==> src/rtl/fork_join_ctrl.sv <==
// Fork/join sequencer: launches a masked set of worker slots with one start pulse
// each and issues a single join pulse under join-all, join-any or join-none rules.
//
//   state    | meaning
//   ---------+----------------------------------------------------------
//   S_IDLE   | waiting for start; accepted only with no task outstanding
//   S_LAUNCH | task_start driven with the captured mask for one cycle
//   S_WAIT   | counting elapsed cycles until the join condition holds
//   S_JOIN   | join_done pulse, elapsed/first_id results visible
module fork_join_ctrl #(
    parameter int N_TASKS = 2,
    parameter int CNT_W   = 16,
    parameter int ID_W    = (N_TASKS > 1) ? $clog2(N_TASKS) : 1
) (
    input  logic               clk,
    input  logic               rst,
    input  logic               start,
    input  logic [1:0]         mode,
    input  logic [N_TASKS-1:0] task_en,
    input  logic [N_TASKS-1:0] task_done,
    output logic               ready,
    output logic [N_TASKS-1:0] task_start,
    output logic [N_TASKS-1:0] pending,
    output logic               join_done,
    output logic [ID_W-1:0]    first_id,
    output logic [CNT_W-1:0]   join_elapsed,
    output logic               err
);

    typedef enum logic [1:0] {S_IDLE, S_LAUNCH, S_WAIT, S_JOIN} state_t;

    state_t             state;
    state_t             state_nxt;
    logic [1:0]         mode_q;
    logic [N_TASKS-1:0] mask_q;
    logic [CNT_W-1:0]   cnt;
    logic [CNT_W-1:0]   cnt_inc;
    logic [N_TASKS-1:0] done_hit;
    logic [N_TASKS-1:0] pending_nxt;
    logic               mode_any;
    logic               mode_none;
    logic               accept;
    logic               launch_short;
    logic               join_hit;
    logic               enter_join;
    logic [ID_W-1:0]    low_id;

    assign mode_any     = (mode_q == 2'd1);
    assign mode_none    = (mode_q == 2'd2);
    assign done_hit     = task_done & pending;
    assign pending_nxt  = pending & ~task_done;
    assign accept       = (state == S_IDLE) && start && ready;
    // Join-none and empty forks join straight out of LAUNCH without timing anything.
    assign launch_short = (state == S_LAUNCH) && (mode_none || (mask_q == '0));
    // Mode 3 is reserved and behaves as join-all.
    assign join_hit     = mode_any ? (|done_hit) : (pending_nxt == '0);
    assign cnt_inc      = (cnt == {CNT_W{1'b1}}) ? cnt : cnt + CNT_W'(1);
    assign enter_join   = (state_nxt == S_JOIN) && (state != S_JOIN);

    always_comb begin
        low_id = '0;
        for (int i = N_TASKS - 1; i >= 0; i--) begin
            if (done_hit[i]) low_id = ID_W'(i);
        end
    end

    always_ff @(posedge clk) begin
        if (rst) state <= S_IDLE;
        else     state <= state_nxt;
    end

    always_comb begin
        state_nxt = state;
        case (state)
            S_IDLE:   if (accept) state_nxt = S_LAUNCH;
            S_LAUNCH: state_nxt = (launch_short || join_hit) ? S_JOIN : S_WAIT;
            S_WAIT:   if (join_hit) state_nxt = S_JOIN;
            S_JOIN:   state_nxt = S_IDLE;
            default:  state_nxt = S_IDLE;
        endcase
    end

    always_comb begin
        ready      = (state == S_IDLE) && (pending == '0);
        task_start = (state == S_LAUNCH) ? mask_q : '0;
        join_done  = (state == S_JOIN);
    end

    always_ff @(posedge clk) begin
        if (rst) begin
            mode_q       <= 2'd0;
            mask_q       <= '0;
            pending      <= '0;
            cnt          <= '0;
            first_id     <= '0;
            join_elapsed <= '0;
            err          <= 1'b0;
        end else begin
            if (|(task_done & ~pending)) err <= 1'b1;
            if (accept) begin
                mode_q  <= mode;
                mask_q  <= task_en;
                pending <= task_en;
                cnt     <= '0;
            end else begin
                pending <= pending_nxt;
            end
            if (state == S_LAUNCH || state == S_WAIT) cnt <= cnt_inc;
            // Results land with the transition so they are visible alongside join_done.
            if (enter_join) begin
                join_elapsed <= launch_short ? '0 : cnt_inc;
                first_id     <= (mode_any && !launch_short) ? low_id : '0;
            end
        end
    end

endmodule
==> config.mk <==
export PLATFORM = sky130hd
export DESIGN_NAME = fork_join_ctrl
export DESIGN_NICKNAME = d
export VERILOG_FILES = /design/src/rtl/fork_join_ctrl.sv
export SDC_FILE = /design/constraint.sdc
export NUM_CORES = 1
export LEC_CHECK = 0
export CAP_MARGIN = 20
export CORE_MARGIN = 1
export CORE_UTILIZATION = 49
export CTS_CLUSTER_DIAMETER = 60
export DETAILED_ROUTE_END_ITERATION = 6
export GPL_ROUTABILITY_DRIVEN = 1
export PLACE_DENSITY_LB_ADDON = 0.15
export SYNTH_ARGS = -nofsm -noshare
export SYNTH_HDL_FRONTEND = slang
export SYNTH_SLANG_ARGS = --single-unit
==> constraint.sdc <==
create_clock -name clk -period 1.7 [get_ports clk]
set_input_delay 0.34 -clock clk [delete_from_list [all_inputs] [get_ports clk]]
set_output_delay 0.34 -clock clk [all_outputs]
set_load 0.05 [all_outputs]
# Word-level counts from Yosys, hierarchy flattened
# Index checks and enable logic that the tools add are counted.
# W data, S select, Z words.
# classes
n_eq_ne	8
n_reduce_logical	17
n_bitwise	5
addsub	1
muxes	14
# ops
op	count
$mux W16	4
$add A16 B1 Y16 const B	1
$eq A16 B16 Y1 const B	1
$eq A2 B2 Y1 const B	4
$logic_not A2 Y1	4
$mux W2	4
$pmux W2 S4	1
$and A2 B2 Y2	3
$logic_and A1 B1 Y1	6
$mux W1	5
$eq A2 B1 Y1 const B	2
$not A2 Y2	2
$reduce_or A2 Y1	2
$logic_or A1 B1 Y1	3
$ne A2 B2 Y1 const B	1
$reduce_bool A2 Y1	1
$logic_not A1 Y1	1
# totals
word_cells	53
inputBits	9
regBits	42
out_inout_bits	24

# Logic depth before layout (Yosys ltp)
# depth
word_depth	9
mapped_depth	8
mapped_depth_nobuf	7

# Worst setup path before layout
# Ideal clock, no wire load.
# synth_timing
path_kind	reg-to-reg
from	register pending[0]
to	register join_elapsed[12]
required_time_ns	1.578
setup_time_ns	0.122
path_stages_with_launch	7
t_arrival_ns	1.854
synth_period_minus_slack_ns	1.976
setup_slack_ns	-0.276
n_path_buf	2
cell_sequence	dfxtp_1 a21oi_1 a221o_1 a41o_1 buf_2 buf_4 mux2i_1
# synth_between
elab_chain_len	8
elab_cells_between_ends	15
cone_classes	eq/ne (1); mux (5); bitwise (2); reduce/logical (7)
# synth_lines
item	line	rtl
from (decl)	23	output logic [N_TASKS-1:0] pending,
from (signal assigned)	103	pending <= task_en;
from (signal assigned)	106	pending <= pending_nxt;
$and A2 B2 Y2 (on tied branches)	51, 50	
$logic_not A2 Y1 / $reduce_or A2 Y1 (equally long branches)	56	assign join_hit = mode_any ? (|done_hit) : (pending_nxt == '0);
$mux W1	56	
$logic_or A1 B1 Y1	76	S_LAUNCH: state_nxt = (launch_short || join_hit) ? S_JOIN : S_WAIT;
$mux W1	76	
$pmux W2 S4 (*)	74	case (state)
$eq A2 B2 Y1 (*)	58	assign enter_join = (state_nxt == S_JOIN) && (state != S_JOIN);
$logic_and A1 B1 Y1 (*)	58	
to (signal assigned)	111	join_elapsed <= launch_short ? '0 : cnt_inc;
to (decl)	26	output logic [CNT_W-1:0] join_elapsed,
# Mark *: on every way between the ends. The rest lies on a longest branch, timed or not.
# A chain may end at the register's enable or synchronous reset.

# Final worst setup path
# layout_timing
from	register cnt[0]
to	register join_elapsed[10]
# layout_between
elab_chain_len	3
elab_cells_between_ends	4
cone_classes	add/sub (1); eq/ne (1); mux (2)
# layout_lines
item	line	rtl
from (decl)	36	logic [CNT_W-1:0] cnt;
from (signal assigned)	108	if (state == S_LAUNCH || state == S_WAIT) cnt <= cnt_inc;
$add A16 B1 Y16 / $eq A16 B16 Y1 (equally long branches)	57	assign cnt_inc = (cnt == {CNT_W{1'b1}}) ? cnt : cnt + CNT_W'(1);
$mux W16 (*)	57	
$mux W16 (*)	111	
# Marks and branches as above.

==> implementation parameters <==
Parameter                              Value

Outcome
  Status ... finished with violations
  Failing checks ... DRC, setup timing

STA
  Count of endpoints failing setup in the final report ... 20
  Accumulated negative setup slack ... -0.705 ns
  Relative slew margins ... 73.9%
  Crit path time final ... between 1.5 and 2 ns
  Setup repair after global routing missed its margin ... true
  Final worst-path cycle share ... 104%
  Final worst setup slack ... -0.0731 ns
  Measured slew at the worst slew-check pin ... 0.388 ns
  Post-route clock skew ... 0.0144 ns
  Max-slew violation total from the final report ... 0
  Maximum clock frequency ... 564 MHz
  Number of hold violations in the final report ... 0

Logic synthesis
  Average footprint of a synthesized cell ... 8.41 sq um
  Cell count after synthesis ... 275
  Most area-consuming cells after synthesis ... dfxtp_1, mux2i_1, nand2b_1
  Yosys warning total ... 0
  Proportion of netlist area held by the largest area contributor ... 36.4%
  Unique masters post-synth ... 48
  Post-synthesis cell area ... 2310 sq um
  Number of flops mapped to enable cells by yosys ... 0
  Top FF cell, synth ... dfxtp_1
  Number of flip-flops and latches in the synthesized netlist ... 42
  Total nets after synthesis ... just under 300
  Sequential-to-total area share from yosys stat ... 36.4%
  FFs w/ async S/R, synth ... 0%
  Cell type contributing the most total cell area after synthesis ... dfxtp_1

Place
  Placement-stage worst setup slack ... -0.491 ns
  Post-DP HPWL ... 4.74 mm
  Final weighted congestion of routability-driven global placement ... 0.929
  Number of placed instances with taps included ... 397
  Port Buffers ... 32

Clocking
  TritonCTS clock tree ... done
  Cts hold-fix bufs ... 0
  Maximum number of buffers from clock root to sink ... 2
  H-tree depth ... 2
  CTS sink count ... between 40 and 50
  Library cell used as clock root buffer ... clkbuf_8
  Total clock buffers created by CTS ... 5
  Clock-pin slew of the registers on the worst-case setup and hold paths ... about 0.1 ns
  Clock network latency to the later pin of the worst-skew pair ... 0.31 ns

Route
  Residual antenna-violating net count after detailed routing ... 0
  DR pass1 iterations ... 7
  Per-cell routed wire length ... around 18 um
  Routed Wire Length ... 7.50 mm
  DRC violation count after routing ... 8
  Total via count in the routed design ... 2,468
  Via/cell ratio ... 5.88
  Count of routing violations after the opening detailed-route iteration ... 232

Global route
  Gr ovfl total ... 0
  Initial antenna violation count ... 0
  Largest net degree at the start of global routing ... 20
  Global-route wire length before repair ... 10.8 mm
  Number of global-route vias before repair ... 2,268
  Overall routing resource usage ... a little over a quarter

Setup path
  Endpoint type of the worst setup path ... flip-flop
  Worst Path Arrival ... 1.96 ns
  Critical path startpoint category ... flip-flop
  Crit path required time ... approximately 1.9 ns
  Worst setup path category ... flip-flop to flip-flop
  Max FO, Critical Path ... 4

Floorplanning
  Die span in y ... between 70 and 80 um
  Cell Rows ... 24
  Chip Width ... 70.7 um
  Die Area ... approximately 5000 sq um
  Starting Density ... between 50% and 60%
  Core footprint ... 4440 sq um
  # IOs ... 33

Power
  P per Cell Area ... about 1100 nW/um^2
  Total power ... between 4 and 5 mW
  Worst supply voltage drop on vdd ... 0.873 mV
  Static leakage ... 1.54 nW

Layout
  Ratio of cells with drive above 1 in the final layout ... between 40 and 50%
  Utilization after layout ... 80.5%
  Post-layout net count ... 382
  Count of fill cells added during filler insertion ... 281
  Finished Layout Cells ... 420
  Count of antenna diodes in the layout ... 0
  Synthesis-to-layout area growth ... 54.7%

Flow run
  Max-cap violations ... 0

Min path
  Worst hold path class ... input pin to flip-flop
[critical path, stage by stage (launching register included)]
cell and delay (ns):
dfxtp_4 0.37, ha_4 0.17, buf_4 0.13, buf_4 0.10, buf_4 0.14, nand2_2 0.08
or3_4 0.37, o211ai_1 0.17, mux2i_1 0.13
[power breakdown]
part / internal, mW / total [mW] / switching, mW
sequential: 1.08 / 1.18 / 0.0940
combinational: 1.07 / 2.20 / 1.13
clock: 0.297 / 0.692 / 0.395
[per-stage QoR]
step	instance area, sq um	hold WS [ns]
5_1_grt	3580	0.456
3_3_place_gp	3070	0.455
2_1_floorplan	2400	0.440
3_5_place_dp	3070	0.457
6_report	3580	0.459
4_1_cts	3330	0.469
[routing by layer]
metal	vias to the layer above	routed length [um]	part of all wire, %	global-route usage (%)
met1	1151	3180	42	38.7
met3	32	595	7.9	3.85
li1	1158	-	-	-
met5	-	0	0	0
met4	0	257	3.4	7.78
met2	127	3470	46	44.0
[what timing repair did]
| action | 4_1_cts | 5_1_grt |
|---|---|---|
| cloned | 1 | 1 |
| resized for setup | 30 | 48 |
| endpoints found under the setup margin | 23 | 34 |
| setup buffers | 5 | 8 |
| pin swaps | 7 | 12 |
[kinds of logic (layout without fill, tap and decap cells)]
| logic type | after synthesis | in the layout | synth area share, % |
|---|---|---|---|
| xor gates and xnor gates | 3 | 3 | 1.14 |
| and+or+nand+nor | 118 | 118 | 28.4 |
| muxes | 22 | 22 | 9.96 |
| adders and majority gates | 6 | 6 | 3.25 |
| buffers and inverters | 24 | 117 | 4.60 |
| DFF | 42 | 42 | 36.4 |
| AOI/OAI and AO/OA | 60 | 60 | 16.3 |
[registers in the layout, indices dropped and copies added (netlist names)]
| register | count |
|---|---|
| mode_q | 2 |
| cnt | 16 |
| first_id | 1 |
| state | 2 |
| err | 1 |
| pending | 2 |
| mask_q | 2 |
| join_elapsed | 16 |
[area by class of cell]
class	count	area, sq um	share of cell area, %
Timing Repair Buffer	99	873	24.4
Sequential cell	42	886	24.8
Inverter	10	45.0	1.26
Clock buffer	5	68.8	1.92
Tap cell	52	65.1	1.82
Multi-Input combinational cell	209	1610	45.1
Clock inverter	3	25.0	0.700
[placed cells by master, fill, tap and decap left out, types with 4 or more instances in the layout]
master / instances
o21ai_0: 5
clkdlybuf4s50_1: 6
dfxtp_1: 22
dfxtp_4: 8
buf_4: 76
nand3_1: 7
buf_12: 4
nor2_1: 17
ha_4: 4
nand2b_1: 18
mux2i_1: 17
clkbuf_8: 5
inv_1: 7
nor3_1: 5
o21ai_1: 12
o211ai_1: 6
a21oi_1: 18
buf_6: 9
dfxtp_2: 12
mux2_4: 5
nand2_1: 29
nor2b_1: 5
[synth_stat cells, types with 3 or more instances]
master    number
a21oi_1       19
and2_1         3
and3_1         4
buf_2          4
clkbuf_1       8
dfxtp_1       42
ha_1           6
inv_1         10
mux2_1         4
mux2i_1       17
nand2_1       32
nand2b_1      20
nand3_1        8
nand4_1        3
nor2_1        18
nor2b_1        5
nor3_1         6
nor4_1         6
o211ai_1       6
o21ai_0       12
o21ai_1        6
xnor2_1        3
[path summary, 6_finish.rpt]
kind,startpoint,end,slack [ns],cells after the start
setup reg to reg,cnt[0],join_elapsed[10],-0.07,8
setup / recovery,cnt[0],join_elapsed[10],-0.07,8
hold reg to reg,mode_q[1],mode_q[1],0.47,2
hold / removal,task_done[1],pending[1],0.46,3
No activity file was read; power rests on OpenSTA's default activity.
